`src/rtl/mpu_frame_assembler.sv`:
```
// Packs the first six bytes of each MPU6050 read burst into signed X/Y/Z words.
// Define MPU_FRAME_CAL_EN to build the averaging offset calibration.
module mpu_frame_assembler #(
   parameter int GAP_TIMEOUT = 2000
`ifdef MPU_FRAME_CAL_EN
   ,
   parameter int CAL_LOG2 = 4,
   parameter int CAL_Z = 0
`endif
) (
   input  logic               i_clk,
   input  logic               i_rst_n,
   input  logic [7:0]         i_byte_in,
   input  logic               i_byte_valid,
   input  logic               i_frame_en,
   input  logic               i_cal_start,
   output logic signed [15:0] o_ax,
   output logic signed [15:0] o_ay,
   output logic signed [15:0] o_az,
   output logic               o_frame_valid,
   output logic [15:0]        o_frame_cnt,
   output logic               o_sync_err,
   output logic               o_cal_busy,
   output logic               o_cal_done
);
   localparam int GW = $clog2(GAP_TIMEOUT + 1);

   typedef enum logic [1:0] {S_IDLE, S_COLLECT, S_DRAIN} state_t;

   state_t             r_state, w_next;
   logic               r_valid_d, r_pend;
   logic [GW-1:0]      r_gap;
   logic [2:0]         r_idx, w_pos;
   logic [7:0]         r_buf [6];
   logic               w_edge, w_store, w_last, w_timeout, w_emit, w_show;
   logic signed [15:0] w_rawX, w_rawY, w_rawZ, w_outX, w_outY, w_outZ;

   assign w_edge    = i_byte_valid & ~r_valid_d;
   assign w_timeout = (r_state != S_IDLE) && !w_edge && (r_gap == GW'(GAP_TIMEOUT - 1));
   assign w_store   = i_frame_en && w_edge && (r_state != S_DRAIN);
   assign w_pos     = (r_state == S_IDLE) ? 3'd0 : r_idx;
   assign w_last    = w_store && (w_pos == 3'd5);
   assign w_emit    = r_pend && i_frame_en;
   assign w_rawX    = {r_buf[0], r_buf[1]};
   assign w_rawY    = {r_buf[2], r_buf[3]};
   assign w_rawZ    = {r_buf[4], r_buf[5]};

   always_comb begin
      w_next = r_state;
      if (!i_frame_en) begin
         w_next = S_IDLE;
      end else begin
         case (r_state)
            S_IDLE:    if (w_edge) w_next = S_COLLECT;
            S_COLLECT: begin
               if (w_last) w_next = S_DRAIN;
               else if (w_timeout) w_next = S_IDLE;
            end
            S_DRAIN:   if (w_timeout) w_next = S_IDLE;
            default:   w_next = S_IDLE;
         endcase
      end
   end

   always_ff @(posedge i_clk or negedge i_rst_n) begin
      if (!i_rst_n) r_state <= S_IDLE;
      else          r_state <= w_next;
   end

   // The word is assembled on the 6th byte edge and published one clock later.
   always_ff @(posedge i_clk or negedge i_rst_n) begin
      if (!i_rst_n) begin
         r_valid_d  <= 1'b0;
         r_pend     <= 1'b0;
         r_gap      <= '0;
         r_idx      <= '0;
         o_sync_err <= 1'b0;
         for (int i = 0; i < 6; i++) r_buf[i] <= '0;
      end else begin
         r_valid_d  <= i_byte_valid;
         r_pend     <= w_last;
         o_sync_err <= i_frame_en && (r_state == S_COLLECT) && w_timeout;
         if (w_next == S_IDLE || w_edge) r_gap <= '0;
         else                            r_gap <= r_gap + GW'(1);
         if (w_store) begin
            r_buf[w_pos] <= i_byte_in;
            r_idx        <= w_pos + 3'd1;
         end
      end
   end

`ifdef MPU_FRAME_CAL_EN
   localparam int AW = 16 + CAL_LOG2;

   logic signed [AW-1:0]  r_accX, r_accY, r_accZ, w_sumX, w_sumY, w_sumZ;
   logic signed [15:0]    r_offX, r_offY, r_offZ;
   logic [CAL_LOG2-1:0]   r_calCnt;
   logic                  w_calStart;

   function automatic logic signed [15:0] satSub(input logic signed [15:0] a,
                                                 input logic signed [15:0] b);
      logic signed [16:0] d;
      d = {a[15], a} - {b[15], b};
      if (d[16] != d[15]) return d[16] ? 16'sh8000 : 16'sh7FFF;
      return d[15:0];
   endfunction

   assign w_calStart = i_cal_start && i_frame_en && !o_cal_busy;
   assign w_show     = w_emit && !o_cal_busy;
   assign w_sumX     = r_accX + {{CAL_LOG2{w_rawX[15]}}, w_rawX};
   assign w_sumY     = r_accY + {{CAL_LOG2{w_rawY[15]}}, w_rawY};
   assign w_sumZ     = r_accZ + {{CAL_LOG2{w_rawZ[15]}}, w_rawZ};
   assign w_outX     = satSub(w_rawX, r_offX);
   assign w_outY     = satSub(w_rawY, r_offY);
   assign w_outZ     = (CAL_Z != 0) ? satSub(w_rawZ, r_offZ) : w_rawZ;

   // Frames seen while busy only feed the accumulators; the average becomes the offset.
   always_ff @(posedge i_clk or negedge i_rst_n) begin
      if (!i_rst_n) begin
         r_accX     <= '0;
         r_accY     <= '0;
         r_accZ     <= '0;
         r_offX     <= '0;
         r_offY     <= '0;
         r_offZ     <= '0;
         r_calCnt   <= '0;
         o_cal_busy <= 1'b0;
         o_cal_done <= 1'b0;
      end else begin
         o_cal_done <= 1'b0;
         if (!i_frame_en) begin
            o_cal_busy <= 1'b0;
         end else if (w_calStart) begin
            r_accX     <= '0;
            r_accY     <= '0;
            r_accZ     <= '0;
            r_calCnt   <= '0;
            o_cal_busy <= 1'b1;
         end else if (w_emit && o_cal_busy) begin
            r_accX   <= w_sumX;
            r_accY   <= w_sumY;
            r_accZ   <= w_sumZ;
            r_calCnt <= r_calCnt + CAL_LOG2'(1);
            if (&r_calCnt) begin
               r_offX     <= 16'(w_sumX >>> CAL_LOG2);
               r_offY     <= 16'(w_sumY >>> CAL_LOG2);
               r_offZ     <= 16'(w_sumZ >>> CAL_LOG2);
               o_cal_busy <= 1'b0;
               o_cal_done <= 1'b1;
            end
         end
      end
   end
`else
   logic w_unused;

   assign w_unused   = i_cal_start;
   assign w_show     = w_emit;
   assign w_outX     = w_rawX;
   assign w_outY     = w_rawY;
   assign w_outZ     = w_rawZ;
   assign o_cal_busy = 1'b0;
   assign o_cal_done = 1'b0;
`endif

   // The frame counter advances on every completed frame, shown or not.
   always_ff @(posedge i_clk or negedge i_rst_n) begin
      if (!i_rst_n) begin
         o_ax          <= '0;
         o_ay          <= '0;
         o_az          <= '0;
         o_frame_valid <= 1'b0;
         o_frame_cnt   <= '0;
      end else begin
         o_frame_valid <= w_show;
         if (w_show) begin
            o_ax <= w_outX;
            o_ay <= w_outY;
            o_az <= w_outZ;
         end
         if (w_emit) o_frame_cnt <= o_frame_cnt + 16'd1;
      end
   end
endmodule

```
`config.mk`:
```
export PLATFORM = sky130hd
export DESIGN_NAME = mpu_frame_assembler
export DESIGN_NICKNAME = d
export VERILOG_FILES = /design/src/rtl/mpu_frame_assembler.sv
export SDC_FILE = /design/constraint.sdc
export NUM_CORES = 1
export LEC_CHECK = 0
export CORE_MARGIN = 10
export CORE_UTILIZATION = 49
export DETAILED_ROUTE_END_ITERATION = 16
export GPL_TIMING_DRIVEN = 0
export PLACE_DENSITY = 0.73
export SLEW_MARGIN = 20
export SYNTH_ARGS = -nofsm -noshare
export SYNTH_HDL_FRONTEND = slang
export SYNTH_SLANG_ARGS = --single-unit
```
`constraint.sdc`:
```
create_clock -name i_clk -period 2.3 [get_ports i_clk]
set_clock_uncertainty 0.05 [all_clocks]
set_input_delay 0.46 -clock i_clk [delete_from_list [all_inputs] [get_ports i_clk]]
set_output_delay 0.46 -clock i_clk [all_outputs]
set_load 0.01 [all_outputs]
```
# Yosys cells after proc, flatten, opt, wreduce, memory -nomap -nowiden
# Cells that the tools add are included.
[word_totals]
ramBits = 0
ff_bits = 132
latchBits = 0
n_memories = 0
input_bits = 13
mem_bits_ro = 0
[classes]
div_mod_pow = 0
n_lt_le_gt_ge = 2
n_reduce_logical = 14
n_shift = 0
muxes = 10
eq_ne = 5
n_bitwise = 3
mul = 0
n_addsub = 3
[op_table]
columns = ["op", "n"]
rows = [
  ["$bwmux 48", 1],
  ["$demux 8 s3", 1],
  ["$add 16x1->16 const B", 1],
  ["$add 11x1->11 const B", 1],
  ["$eq 11x11->1 const B", 1],
  ["$mux 11", 1],
  ["$logic_and 1x1->1", 9],
  ["$mux 2", 4],
  ["$mux 8", 1],
  ["$pmux 2 s3", 1],
  ["$ge 4x4->1 const B", 1],
  ["$logic_not 2->1", 2],
  ["$lt 4x1->1 const B", 1],
  ["$not 3->4", 1],
  ["$add 3x1->3 const B", 1],
  ["$eq 3x3->1 const B", 1],
  ["$mux 3", 1],
  ["$eq 2x1->1 const B", 1],
  ["$eq 2x2->1 const B", 1],
  ["$ne 2x2->1 const B", 1],
  ["$reduce_bool 2->1", 1],
  ["$and 1x1->1", 1],
  ["$logic_not 1->1", 1],
  ["$logic_or 1x1->1", 1],
  ["$not 1->1", 1],
]

# Longest topological paths before layout
[depth]
word_depth = 12
depth_mapped = 7
depth_no_buf = 6

# Least setup slack after synthesis
# Ideal clock, no wire load.
[synth_path]
path_kind = "input-to-reg"
start = "in i_frame_en"
end = "reg r_buf[16] (netlist bit)"
slack_ns = 0.484
cell_stages = 6
arrival_time_ns = 1.641
setup_ns = 0.125
cell_sequence = "buf_2 -> and4b_4 -> nand2_2 -> or3_1 -> buf_6 -> mux2_4"
[synth_via]
elab_chain_cells = 2
[synth_rtl]
columns = ["element", "line", "rtl"]
rows = [
  ["start, declared", "15", "input logic i_frame_en,"],
  ["$logic_and 1x1->1 (2 in a row)", "40", "assign w_store = i_frame_en && w_edge && (r_state != S_DRAIN);"],
  ["end signal, assigned by index", "86", "r_buf[w_pos] <= i_byte_in;"],
  ["end, declared", "34", "logic [7:0] r_buf [6];"],
]
# Every way passes these cells.
# A chain may end at the register's enable or synchronous reset.

# Worst setup path after layout
[layout_path]
start = "reg o_frame_cnt[4]"
end = "out o_frame_cnt[4]"
[layout_lines]
columns = ["element", "line", "rtl"]
rows = [
  ["start, declared", "21", "output logic [15:0] o_frame_cnt,"],
  ["start signal, assigned", "181", "if (w_emit) o_frame_cnt <= o_frame_cnt + 16'd1;"],
]
# No word-level cell between the ends.

==> results.py <==
metrics = {
    "worst_setup_path": {
        "path_max_fanout": 6,
        "critPathKind": "reg -> out",
        "critPathRequiredTime_ps": 1790,
        "path_buf_inv": 1,
        "max_stage_delay_ps": 580,
        "endpoint_kind": "output port",
        "cp.arrival_ps": 1540,
        "cpMaxStageDelayCell": "clkdlybuf4s50_1",
        "rrSetupSlack_ps": 400,
        "critPathTopFamily": "buffers and inverters",
        "crit_path_cell_trace": "clkdlybuf4s50_1",
        "cp-start-kind": "register",
    },
    "sta": {
        "rsz0062_at_grt": "no",
        "slew_violations": 0,
        "hold_viol_final": 0,
        "worst_slew_pin_slew_ps": 628,
        "slew_headroom": 0.578,
        "period_share": 0.892,
        "setup_violations": 0,
        "fmax_mhz": 487,
        "setup_ws_ps": 249,
        "min_period_ps": 2050,
    },
    "placement": {
        "place_area_um2": 6350,
        "gp_congestion": 0.791,
        "pre_cts_slack_ps": -248,
        "portBuffers": 76,
        "hpwlAfterDp_um": 8370,
    },
    "routing": {
        "vias_per_cell": 4.99,
        "first_iter_violations": 311,
        "routed_wl_um": 11700,
        "vias": 3614,
        "dr.pass1.iters": 4,
        "final_antenna_net_count": 0,
        "route.detailed.drc": 0,
        "wl_per_cell_um": 16.2,
    },
    "synthesis": {
        "synth-async-reset-ratio": 1.00,
        "synth_top_family_by_area": "simple AND/OR/NAND/NOR gates",
        "seq_area_frac_synth": 0.615,
        "synth-simple-area-share": 0.180,
        "synth_most_common_cell": "nand2_1",
        "synth_xor_area_frac": 0.0407,
        "synth_compound_area_frac": 0.0128,
        "synthAdderAreaFrac": 0.00931,
        "synthTopCellsByArea": "dfrtp_1 61%, nand2_1 11%, mux2_2 6.7%",
        "synth_mux_area_frac": 0.115,
        "ys_seq_elements": 132,
        "synth-edff-count": 0,
        "synth_top_cell_area_share": 0.615,
        "ys_warn_count": 0,
        "yosysTopAreaCell": "dfrtp_1",
        "ys_types": 40,
        "syn_area_um2": 5370,
        "syn_avg_cell_area_um2": 11.4,
        "yosys_most_used_dff": "dfrtp_1",
        "synth_common_cells": "162 x nand2_1, 132 x dfrtp_1, 32 x mux2_2",
        "syn_inst": 473,
    },
    "clock_tree": {
        "cts_buffers": 17,
        "insertion_delay_ps": 520,
        "cts_tree": "yes",
        "root_buffer": "clkbuf_8",
        "clockBufferDepth": 2,
        "cts.clk_slew.worst_paths_ps": 60,
        "cts_setup_buffers": 0,
        "clock_sinks": 132,
        "ctsResizeCount": 0,
        "cts_hold_buffers": 1,
        "htree_levels": 4,
    },
    "finish": {
        "nFillCells": 846,
        "area_growth_pct": 29.8,
        "finish.net_count": 588,
        "finalInstanceArea_um2": 6980,
        "drive_gt1_frac": 0.168,
        "diodes": 0,
    },
    "global_route": {
        "antenna_found_initial": 0,
        "grt_max_degree": 69,
        "grt_use_met1": 0.187,
        "track_usage": 0.156,
        "grt-busiest-layer": "met2",
        "grt_remaining_overflow": 0,
        "use_met3": 0.0434,
        "grt_pass1_vias": 3902,
        "grt_pass1_wl_um": 19900,
        "grt_use_met2": 0.262,
    },
    "floorplan": {
        "core_area_um2": 10800,
        "ioPinCount": 81,
        "die_x_um": 125,
        "initial_utilization": 0.498,
        "die_area_um2": 15600,
        "rows": 38,
        "die_y_um": 125,
    },
    "flow_run": {
        "cap_viol_max_count": 0,
    },
    "power_and_ir_drop": {
        "max-vdd-ir-drop_mv": 0.500,
        "p_clk_frac": 0.490,
        "intPower_w": 0.00446,
        "p_sw_frac": 0.211,
        "switchingPower_w": 0.00119,
        "combPwrFrac": 0.060,
        "power_density_nw_per_um2": 811,
        "cellLeakagePower_nw": 3.43,
        "pwr-share-seq": 0.450,
    },
    "run_status": {
        "run_status": "finished, final reports clean",
    },
    "min_path": {
        "hold_path_class": "in -> reg",
    },
}
[worst min-delay path, delay by kind of cell]
family	cells	cell delay [ps]
buffers and inverters	1	140
and+or+nand+nor	2	150
[through the flow]
stage / util / hold slack (ps) / instances / setup TNS, ps / power [W]
2_1_floorplan: - / 114 / 474 / 0 / 0.00278
3_3_place_gp: 0.585 / 394 / 690 / -567720 / 0.00289
3_5_place_dp: 0.588 / 383 / 691 / -3940 / 0.00292
4_1_cts: 0.647 / 213 / 724 / 0 / 0.00571
5_1_grt: 0.647 / 230 / 724 / 0 / 0.00587
6_report: 0.647 / 224 / 724 / 0 / 0.00566
[state kept, by name (all words and copies together) (netlist names), 2 cells and up]
signal / flops
o_ay: 16
r_gap: 11
o_az: 16
r_buf: 48
o_ax: 16
o_frame_cnt: 16
r_state: 2
r_idx: 3
[path summary, 6_finish.rpt]
check	startpoint	endpoint	cells past startpoint
setup / recovery	o_frame_cnt[4]	o_frame_cnt[4]	1
hold / removal	i_frame_en	r_gap[2]	3
setup reg to reg	r_idx[2]	r_buf[5]	3
hold reg to reg	r_gap[0]	r_gap[0]	1
max in group asynchronous	i_rst_n	r_gap[7]	3
min in group asynchronous	i_rst_n	o_frame_cnt[9]	2
[kinds of logic (layout without fill, tap and decap cells)]
family,count (synthesis),in the layout
simple gates,224,224
mux,50,50
buf+inv,29,139
fa+ha+maj,4,4
flops,132,132
other cells,1,2
compound gates,8,8
xor+xnor,25,25
[power groups by stage]
stage / sequential, W / combinational (W) / clock, W
after floorplan: 0.00256 / 0.000224 / 0
after global placement: 0.00258 / 0.000317 / 0
after detailed placement: 0.00258 / 0.000338 / 0
after CTS: 0.00254 / 0.000343 / 0.00282
after global routing: 0.00256 / 0.000371 / 0.00294
final: 0.00255 / 0.000338 / 0.00277
[area by class of cell]
| class | instances | area (µm²) | share of cell area |
|---|---|---|---|
| inverter | 9 | 33.8 | 0.00484 |
| timing repair buffer | 78 | 803 | 0.115 |
| sequential | 132 | 3300 | 0.473 |
| buffer | 20 | 106 | 0.0152 |
| tap | 140 | 175 | 0.0251 |
| clock inverter | 13 | 180 | 0.0258 |
| multi-input combinational | 313 | 1930 | 0.277 |
| clock buffer | 19 | 442 | 0.0633 |
[cells in the final DEF (no fill, tap or decap), drive strengths merged, types with 2 or more instances in the layout]
master	Yosys	routed
nand2	163	163
dfrtp	132	132
clkdlybuf4s50	0	75
mux2	48	48
clkbuf	7	26
xnor2	21	21
nor2	20	20
buf	13	15
nand3	10	10
inv	8	9
nor3	8	8
nand4	7	7
clkinv	1	6
xor2	4	4
ha	4	4
bufinv	0	4
or3	3	3
clkinvlp	0	3
nor4	3	3
nor2b	2	2
mux2i	2	2
a21oi	2	2
conb	1	2
o21ai	2	2
[per-layer routing]
metal | part of all wire | up-vias
li1 | - | 1737
met1 | 0.43 | 1792
met2 | 0.51 | 71
met3 | 0.050 | 14
met4 | 0.012 | 0
met5 | 0 | -
Power figures use the tool's default switching activity.
